===== config.mk =====
export PLATFORM = sky130hd
export DESIGN_NAME = mem_lsu
export DESIGN_NICKNAME = d
export VERILOG_FILES = /design/src/rtl/mem_lsu_pkg.sv /design/src/rtl/mem_lsu_align.sv /design/src/rtl/mem_lsu.sv
export SDC_FILE = /design/constraint.sdc
export NUM_CORES = 1
export LEC_CHECK = 0
export BUFFER_PORTS_ARGS = -buffer_cell sky130_fd_sc_hd__buf_2
export CAP_MARGIN = 25
export CORE_MARGIN = 3
export CORE_UTILIZATION = 30
export DETAILED_ROUTE_END_ITERATION = 8
export GPL_ROUTABILITY_DRIVEN = 0
export GPL_TIMING_DRIVEN = 0
export PLACE_DENSITY = 0.56
export SYNTH_ARGS = -nofsm -noshare
export SYNTH_HDL_FRONTEND = slang
export SYNTH_SLANG_ARGS = --single-unit

===== constraint.sdc =====
create_clock -name clk -period 22.6 [get_ports clk]
set_input_delay 6.78 -clock clk [delete_from_list [all_inputs] [get_ports clk]]
set_output_delay 6.78 -clock clk [all_outputs]
set_load 0.02 [all_outputs]

===== src/rtl/mem_lsu_pkg.sv =====
// Shared definitions for the MEM-stage load/store unit.
// Holds the opcodes, FSM encoding, big-endian lane selects and small decode helpers.
package mem_lsu_pkg;

    localparam logic [7:0] OP_LB  = 8'hE0;
    localparam logic [7:0] OP_LH  = 8'hE1;
    localparam logic [7:0] OP_LW  = 8'hE3;
    localparam logic [7:0] OP_LBU = 8'hE4;
    localparam logic [7:0] OP_LHU = 8'hE5;
    localparam logic [7:0] OP_SB  = 8'hE8;
    localparam logic [7:0] OP_SH  = 8'hE9;
    localparam logic [7:0] OP_SW  = 8'hEB;

    typedef enum logic [1:0] {
        ST_IDLE = 2'd0,
        ST_WAIT = 2'd1,
        ST_DONE = 2'd2
    } lsu_state_e;

    // Big-endian: byte offset 0 is the most significant lane.
    localparam logic [3:0] SEL_B0 = 4'b1000;
    localparam logic [3:0] SEL_B1 = 4'b0100;
    localparam logic [3:0] SEL_B2 = 4'b0010;
    localparam logic [3:0] SEL_B3 = 4'b0001;
    localparam logic [3:0] SEL_H0 = 4'b1100;
    localparam logic [3:0] SEL_H1 = 4'b0011;
    localparam logic [3:0] SEL_W  = 4'b1111;

    function automatic logic is_mem_op(input logic [7:0] op);
        return op inside {OP_LB, OP_LH, OP_LW, OP_LBU, OP_LHU, OP_SB, OP_SH, OP_SW};
    endfunction

    function automatic logic is_store(input logic [7:0] op);
        return op inside {OP_SB, OP_SH, OP_SW};
    endfunction

    // Halfwords need bit 0 clear, words need both low bits clear; bytes never fault.
    function automatic logic is_misaligned(input logic [7:0] op, input logic [1:0] off);
        logic bad;
        bad = 1'b0;
        case (op)
            OP_LH, OP_LHU, OP_SH: bad = off[0];
            OP_LW, OP_SW:         bad = |off;
            default:              bad = 1'b0;
        endcase
        return bad;
    endfunction

endpackage


===== src/rtl/mem_lsu_align.sv =====
// Combinational lane logic: picks the byte enables, replicates store data
// across lanes and extracts/extends the addressed part of a loaded word.
module mem_lsu_align
    import mem_lsu_pkg::*;
(
    input  logic [7:0]  aluop,
    input  logic [1:0]  offset,
    input  logic [31:0] rdata,
    input  logic [31:0] reg2,
    output logic [3:0]  sel,
    output logic [31:0] wdata,
    output logic [31:0] ldata
);

    logic [7:0]  lbyte;
    logic [15:0] lhalf;
    logic [3:0]  sel_b;
    logic [3:0]  sel_h;

    // Select lane and format data according to the access size and signedness.
    always_comb begin
        sel   = 4'b0000;
        wdata = 32'h0;
        ldata = 32'h0;

        case (offset)
            2'd0:    begin lbyte = rdata[31:24]; sel_b = SEL_B0; end
            2'd1:    begin lbyte = rdata[23:16]; sel_b = SEL_B1; end
            2'd2:    begin lbyte = rdata[15:8];  sel_b = SEL_B2; end
            default: begin lbyte = rdata[7:0];   sel_b = SEL_B3; end
        endcase
        lhalf = offset[1] ? rdata[15:0] : rdata[31:16];
        sel_h = offset[1] ? SEL_H1 : SEL_H0;

        case (aluop)
            OP_LB:  begin sel = sel_b; ldata = {{24{lbyte[7]}}, lbyte}; end
            OP_LBU: begin sel = sel_b; ldata = {24'h0, lbyte}; end
            OP_LH:  begin sel = sel_h; ldata = {{16{lhalf[15]}}, lhalf}; end
            OP_LHU: begin sel = sel_h; ldata = {16'h0, lhalf}; end
            OP_LW:  begin sel = SEL_W; ldata = rdata; end
            OP_SB:  begin sel = sel_b; wdata = {4{reg2[7:0]}}; end
            OP_SH:  begin sel = sel_h; wdata = {2{reg2[15:0]}}; end
            OP_SW:  begin sel = SEL_W; wdata = reg2; end
            default: ;
        endcase
    end

endmodule


===== src/rtl/mem_lsu.sv =====
// MEM stage: forwards ALU results to mem_wb and runs loads/stores on a
// req/ack data bus, stalling the pipeline until the access completes.
module mem_lsu
    import mem_lsu_pkg::*;
#(
    parameter int DBUS_AW = 32,
    parameter int DBUS_DW = 32
) (
    input  logic               clk,
    input  logic               rst,
    input  logic [5:0]         stall,
    input  logic [4:0]         ex_wd,
    input  logic               ex_wreg,
    input  logic [31:0]        ex_wdata,
    input  logic               ex_whilo,
    input  logic [31:0]        ex_hi,
    input  logic [31:0]        ex_lo,
    input  logic [7:0]         ex_aluop,
    input  logic [31:0]        ex_mem_addr,
    input  logic [31:0]        ex_reg2,
    output logic [4:0]         mem_wd,
    output logic               mem_wreg,
    output logic [31:0]        mem_wdata,
    output logic               mem_whilo,
    output logic [31:0]        mem_hi,
    output logic [31:0]        mem_lo,
    output logic               stallreq_mem,
    output logic               excpt_ade,
    output logic               dbus_req,
    output logic               dbus_we,
    output logic [DBUS_AW-1:0] dbus_addr,
    output logic [3:0]         dbus_sel,
    output logic [DBUS_DW-1:0] dbus_wdata,
    input  logic               dbus_ack,
    input  logic [DBUS_DW-1:0] dbus_rdata
);

    lsu_state_e  state_q, state_d;

    // Registered copy of the request so the bus stays stable while ex_* moves on.
    logic [7:0]  req_aluop_q, req_aluop_d;
    logic [31:0] req_addr_q,  req_addr_d;
    logic [31:0] req_reg2_q,  req_reg2_d;
    logic [4:0]  req_wd_q,    req_wd_d;
    logic        req_wreg_q,  req_wreg_d;

    // Result presented to mem_wb while in DONE.
    logic [4:0]  cap_wd_q,    cap_wd_d;
    logic        cap_wreg_q,  cap_wreg_d;
    logic [31:0] cap_wdata_q, cap_wdata_d;

    logic        ex_is_mem, ex_misal, issue, in_wait, bus_active, accept;
    logic [7:0]  cur_aluop;
    logic [31:0] cur_addr, cur_reg2;
    logic [4:0]  cur_wd;
    logic        cur_wreg;
    logic [3:0]  al_sel;
    logic [31:0] al_wdata, al_ldata;

    // Only the mem_wb hold bit matters to this stage.
    logic unused_stall;
    assign unused_stall = ^{stall[5], stall[3:0]};

    // Decode the incoming op and choose between live and held request fields.
    always_comb begin
        ex_is_mem  = is_mem_op(ex_aluop);
        ex_misal   = ex_is_mem && is_misaligned(ex_aluop, ex_mem_addr[1:0]);
        issue      = (state_q == ST_IDLE) && ex_is_mem && !ex_misal;
        in_wait    = (state_q == ST_WAIT);
        bus_active = issue || in_wait;
        accept     = bus_active && dbus_ack;
        cur_aluop  = in_wait ? req_aluop_q : ex_aluop;
        cur_addr   = in_wait ? req_addr_q  : ex_mem_addr;
        cur_reg2   = in_wait ? req_reg2_q  : ex_reg2;
        cur_wd     = in_wait ? req_wd_q    : ex_wd;
        cur_wreg   = in_wait ? req_wreg_q  : ex_wreg;
    end

    mem_lsu_align u_align (
        .aluop  (cur_aluop),
        .offset (cur_addr[1:0]),
        .rdata  (dbus_rdata[31:0]),
        .reg2   (cur_reg2),
        .sel    (al_sel),
        .wdata  (al_wdata),
        .ldata  (al_ldata)
    );

    // Next-state, request-copy and capture logic.
    always_comb begin
        state_d     = state_q;
        req_aluop_d = req_aluop_q;
        req_addr_d  = req_addr_q;
        req_reg2_d  = req_reg2_q;
        req_wd_d    = req_wd_q;
        req_wreg_d  = req_wreg_q;
        cap_wd_d    = cap_wd_q;
        cap_wreg_d  = cap_wreg_q;
        cap_wdata_d = cap_wdata_q;

        case (state_q)
            ST_IDLE: begin
                if (issue) begin
                    req_aluop_d = ex_aluop;
                    req_addr_d  = ex_mem_addr;
                    req_reg2_d  = ex_reg2;
                    req_wd_d    = ex_wd;
                    req_wreg_d  = ex_wreg;
                    state_d     = dbus_ack ? ST_DONE : ST_WAIT;
                end
            end
            ST_WAIT: begin
                if (dbus_ack) state_d = ST_DONE;
            end
            ST_DONE: begin
                if (!stall[4]) state_d = ST_IDLE;
            end
            default: state_d = ST_IDLE;
        endcase

        if (accept) begin
            cap_wd_d    = cur_wd;
            cap_wreg_d  = is_store(cur_aluop) ? 1'b0 : cur_wreg;
            cap_wdata_d = is_store(cur_aluop) ? 32'h0 : al_ldata;
        end
    end

    // Output steering; everything is forced low while reset is asserted.
    always_comb begin
        mem_wd       = 5'd0;
        mem_wreg     = 1'b0;
        mem_wdata    = 32'h0;
        mem_whilo    = 1'b0;
        mem_hi       = 32'h0;
        mem_lo       = 32'h0;
        stallreq_mem = 1'b0;
        excpt_ade    = 1'b0;
        dbus_req     = 1'b0;
        dbus_we      = 1'b0;
        dbus_addr    = '0;
        dbus_sel     = 4'b0000;
        dbus_wdata   = '0;

        case (state_q)
            ST_IDLE: begin
                // Memory ops (issued or faulting) must not write back this cycle.
                mem_wd       = ex_wd;
                mem_wreg     = ex_is_mem ? 1'b0 : ex_wreg;
                mem_wdata    = ex_wdata;
                mem_whilo    = ex_is_mem ? 1'b0 : ex_whilo;
                mem_hi       = ex_hi;
                mem_lo       = ex_lo;
                excpt_ade    = ex_misal;
                stallreq_mem = issue;
                dbus_req     = issue;
            end
            ST_WAIT: begin
                stallreq_mem = 1'b1;
                dbus_req     = 1'b1;
            end
            ST_DONE: begin
                mem_wd    = cap_wd_q;
                mem_wreg  = cap_wreg_q;
                mem_wdata = cap_wdata_q;
            end
            default: ;
        endcase

        if (bus_active) begin
            dbus_we    = is_store(cur_aluop);
            dbus_addr  = {cur_addr[DBUS_AW-1:2], 2'b00};
            dbus_sel   = al_sel;
            dbus_wdata = al_wdata;
        end

        if (!rst) begin
            mem_wd       = 5'd0;
            mem_wreg     = 1'b0;
            mem_wdata    = 32'h0;
            mem_whilo    = 1'b0;
            mem_hi       = 32'h0;
            mem_lo       = 32'h0;
            stallreq_mem = 1'b0;
            excpt_ade    = 1'b0;
            dbus_req     = 1'b0;
            dbus_we      = 1'b0;
            dbus_addr    = '0;
            dbus_sel     = 4'b0000;
            dbus_wdata   = '0;
        end
    end

    // FSM state and capture register, cleared by reset.
    always_ff @(posedge clk) begin
        if (!rst) begin
            state_q     <= ST_IDLE;
            cap_wd_q    <= 5'd0;
            cap_wreg_q  <= 1'b0;
            cap_wdata_q <= 32'h0;
        end else begin
            state_q     <= state_d;
            cap_wd_q    <= cap_wd_d;
            cap_wreg_q  <= cap_wreg_d;
            cap_wdata_q <= cap_wdata_d;
        end
    end

    // Request copy is only consumed in WAIT, which is always entered after a load of it.
    always_ff @(posedge clk) begin
        req_aluop_q <= req_aluop_d;
        req_addr_q  <= req_addr_d;
        req_reg2_q  <= req_reg2_d;
        req_wd_q    <= req_wd_d;
        req_wreg_q  <= req_wreg_d;
    end

endmodule


==> impl_metrics.py <==
metrics = {
    "run_status": {
        "outcome": "complete, no violations",
    },
    "route": {
        "num_vias": 7323,
        "dr.pass1.iters": 5,
        "drc": 0,
        "postRouteAntennaNets": 0,
        "wl_per_cell_um": 19.3,
        "finalWirelength_um": 28300,
        "drt_iter0_drc": 522,
        "vias_per_cell": 4.99,
    },
    "die": {
        "rows": 55,
        "die_y_um": 160,
        "fp.dieW_um": 160,
        "coreArea_mm2": 0.0229,
        "pin_count": 391,
        "initial_core_util_pct": 30.9,
        "dieArea_mm2": 0.0255,
    },
    "synthesis": {
        "ys_warn_count": 0,
        "ys_seq_area_share_pct": 44.4,
        "synth_edf_count": 78,
        "avgSynthCellArea_um2": 9.72,
        "ys_ff_latch": 118,
        "synth_flop_cell": "edfxtp_1",
        "netlist_area_mm2": 0.00708,
        "syn_inst": 728,
        "synthArstFlopShare_pct": 0,
        "synth_cell_type_count": 67,
    },
    "sta": {
        "maxSlewViolCount": 0,
        "min_period_ps": 16320,
        "min_period_over_period_pct": 72.2,
        "finalClockSkew_ps": 8.84,
        "final.setup.tns_ps": 0,
        "max_freq_mhz": 61.3,
        "hold_viol": 0,
        "setup_viol": 0,
        "tightest_slew_ps": 957,
        "rsz0062_at_grt": "no",
        "maxSlewHeadroom_pct": 35.8,
    },
    "power_and_ir_drop": {
        "irDropWorstVdd_mv": 0.0360,
        "cellLeakagePower_uw": 0.00459,
        "power_density_mw_per_mm2": 57.8,
        "p_total_uw": 582,
    },
    "placed_design": {
        "dpl.hpwl_um": 22200,
        "io_buffer_count": 383,
    },
    "cts": {
        "numCtsBuffers": 17,
        "tritoncts": "built",
        "postCtsSetupBuffers": 0,
        "cts.path.max_buffers": 2,
        "clk_pin_slew_ps": 60,
        "cts_resized": 0,
        "cts_root_buffer": "clkbuf_16",
        "cts.htree.levels": 4,
        "hold_buffers": 0,
        "insertion_delay_ps": 410,
        "clock-sinks": 118,
    },
    "grt": {
        "grt_use_total_pct": 21.4,
        "grt_first_pass_wirelength_um": 42900,
        "grt_start_max_net_pins": 17,
        "grt_pass1_vias": 7354,
        "antenna_found_initial": 6,
        "overflow": 0,
    },
    "critical_path": {
        "r2r-end": "cap_wdata_q[18]",
        "end_kind": "output pin",
        "critPathRequiredTime_ps": 15820,
        "timing_worst_setup_path_type": "in -> out",
        "worst_setup_path_start_kind": "input pin",
        "critPathLaunch": "ex_aluop[2]",
        "cp_cell_sequence": "buf_2 > clkbuf_1 > nand2b_1 > a221o_1 > a21oi_1 > o21ai_0 > clkbuf_1 > inv_1 > o21ai_1 > nor2_1 > buf_2",
        "r2r_slack_ps": 19910,
        "arrival_ps": 9540,
        "ff2ff_path_depth": 8,
        "r2r_start": "state_q[0]",
        "crit_path_top_delay_cell": "clkbuf_1",
        "cp_max_fo": 10,
        "cpPeakStageDelay_ps": 570,
    },
    "cells_and_area": {
        "syn2layout_area_growth_pct": 42.2,
        "drive_above_1_share_pct": 41.8,
        "layout.nets": 1354,
        "fillers": 2346,
        "final_cell_mix": "391 x buf_2, 131 x nand2_1, 78 x edfxtp_1, 65 x and2_1, 54 x a21oi_1",
        "final_common_cell": "buf_2",
    },
    "worst_hold_path": {
        "hold_path.class": "reg -> reg",
        "whs_endpoint": "cap_wdata_q[4]",
        "worstHoldPathCells": 1,
        "hp-start": "cap_wdata_q[4]",
    },
    "flow_run": {
        "cap_violations": 0,
    },
}
## cells in the mapped netlist (all sizes together) (2+ instances only)
| cell type | instances | area share (%) |
|---|---|---|
| a2111oi | 2 | 0.51 |
| a211oi | 21 | 2.9 |
| a21o | 7 | 0.74 |
| a21oi | 55 | 3.9 |
| a221oi | 13 | 1.6 |
| a22o | 38 | 4.7 |
| a22oi | 2 | 0.21 |
| a311oi | 2 | 0.34 |
| a31oi | 5 | 0.44 |
| and2 | 65 | 5.7 |
| and3 | 2 | 0.18 |
| buf | 23 | 2.3 |
| clkbuf | 39 | 2.1 |
| dfxtp | 40 | 11 |
| edfxtp | 78 | 33 |
| inv | 8 | 0.42 |
| mux2 | 3 | 0.58 |
| mux2i | 38 | 5.4 |
| nand2 | 131 | 6.9 |
| nand2b | 4 | 0.35 |
| nand3 | 19 | 1.3 |
| nand4b | 2 | 0.34 |
| nor2 | 25 | 1.3 |
| nor2b | 7 | 0.72 |
| nor3 | 6 | 0.65 |
| nor3b | 3 | 0.32 |
| nor4 | 3 | 0.48 |
| o211a | 6 | 0.85 |
| o211ai | 4 | 0.62 |
| o21ai | 9 | 0.69 |
| o22a | 3 | 0.37 |
| o22ai | 5 | 0.44 |
| o2bb2ai | 33 | 5.0 |
| o31ai | 2 | 0.21 |
| o32ai | 6 | 0.74 |
| or2 | 6 | 0.53 |
| or3 | 2 | 0.18 |
## where the power goes
| part | switching (uW) | internal, uW |
|---|---|---|
| Clock | 119 | 147 |
| Sequential | 0.586 | 232 |
| Combinational | 49.5 | 33.9 |
## metal layers
layer,global-route usage (%),vias up,part of all wire [%]
li1,-,3544,-
met3,5.01,27,7.7
met1,28.1,3404,43
met2,35.4,342,48
met5,0,-,0.17
met4,5.53,6,1.3
## cell families (layout without fill, tap and decap cells)
| kind of cell | count (synthesis) | count (layout) | share of synthesized area, % |
|---|---|---|---|
| buffers and inverters | 70 | 492 | 4.75 |
| other | 1 | 5 | 0.0530 |
| and+or+nand+nor | 278 | 278 | 19.6 |
| AOI/OAI and AO/OA | 220 | 220 | 25.2 |
| muxes | 41 | 41 | 6.01 |
| DFF | 118 | 118 | 44.4 |
## state kept, by name, indices dropped and copies added (netlist names)
signal and flops:
cap_wdata_q 32, req_addr_q 32, req_reg2_q 32, req_aluop_q 8, cap_wd_q 5, req_wd_q 5
state_q 2, cap_wreg_q 1, req_wreg_q 1
## per-stage QoR
step                      worst slack, ps  hold WS, ps  std cells  instance area (um^2)  utilization, %
final                                6280          472       1467                 10100            43.9
after CTS                            6260          477       1464                 10100            43.9
after global routing                 5970          488       1467                 10100            43.9
after floorplan                      6960          433        729                  7080               -
after detailed placement             6260          453       1432                  9480            41.4
after global placement               6030          454       1425                  9390            41.0
## critical path, delay by kind of cell
family	cells	cell delay (ps)
buffers and inverters	5	1410
AO/OA/AOI/OAI	4	1020
AND/OR/NAND/NOR	2	330
## area by class of cell
| class | count | area, um^2 | area share (%) |
|---|---|---|---|
| diodes | 3 | 7.51 | 0.0746 |
| clock inverters | 15 | 153 | 1.52 |
| well taps | 313 | 392 | 3.89 |
| flip-flops and latches | 118 | 3140 | 31.2 |
| repair buffers | 390 | 2000 | 19.9 |
| plain buffers | 62 | 307 | 3.05 |
| clock buffers | 17 | 425 | 4.23 |
| multi-input cells | 541 | 3610 | 35.9 |
| inverters | 8 | 30.0 | 0.298 |
## worst max-delay path by stage
stage | end | cells after the start | slack (ps)
global placement | req_addr_q[4] | 6 | 6030
CTS | dbus_wdata[15] | 11 | 6260
floorplan | dbus_wdata[16] | 9 | 6960
finish | dbus_wdata[15] | 11 | 6280
detailed placement | dbus_wdata[15] | 11 | 6260
global route | dbus_wdata[15] | 11 | 5970
Note: power is estimated with default switching activity, not from simulation.
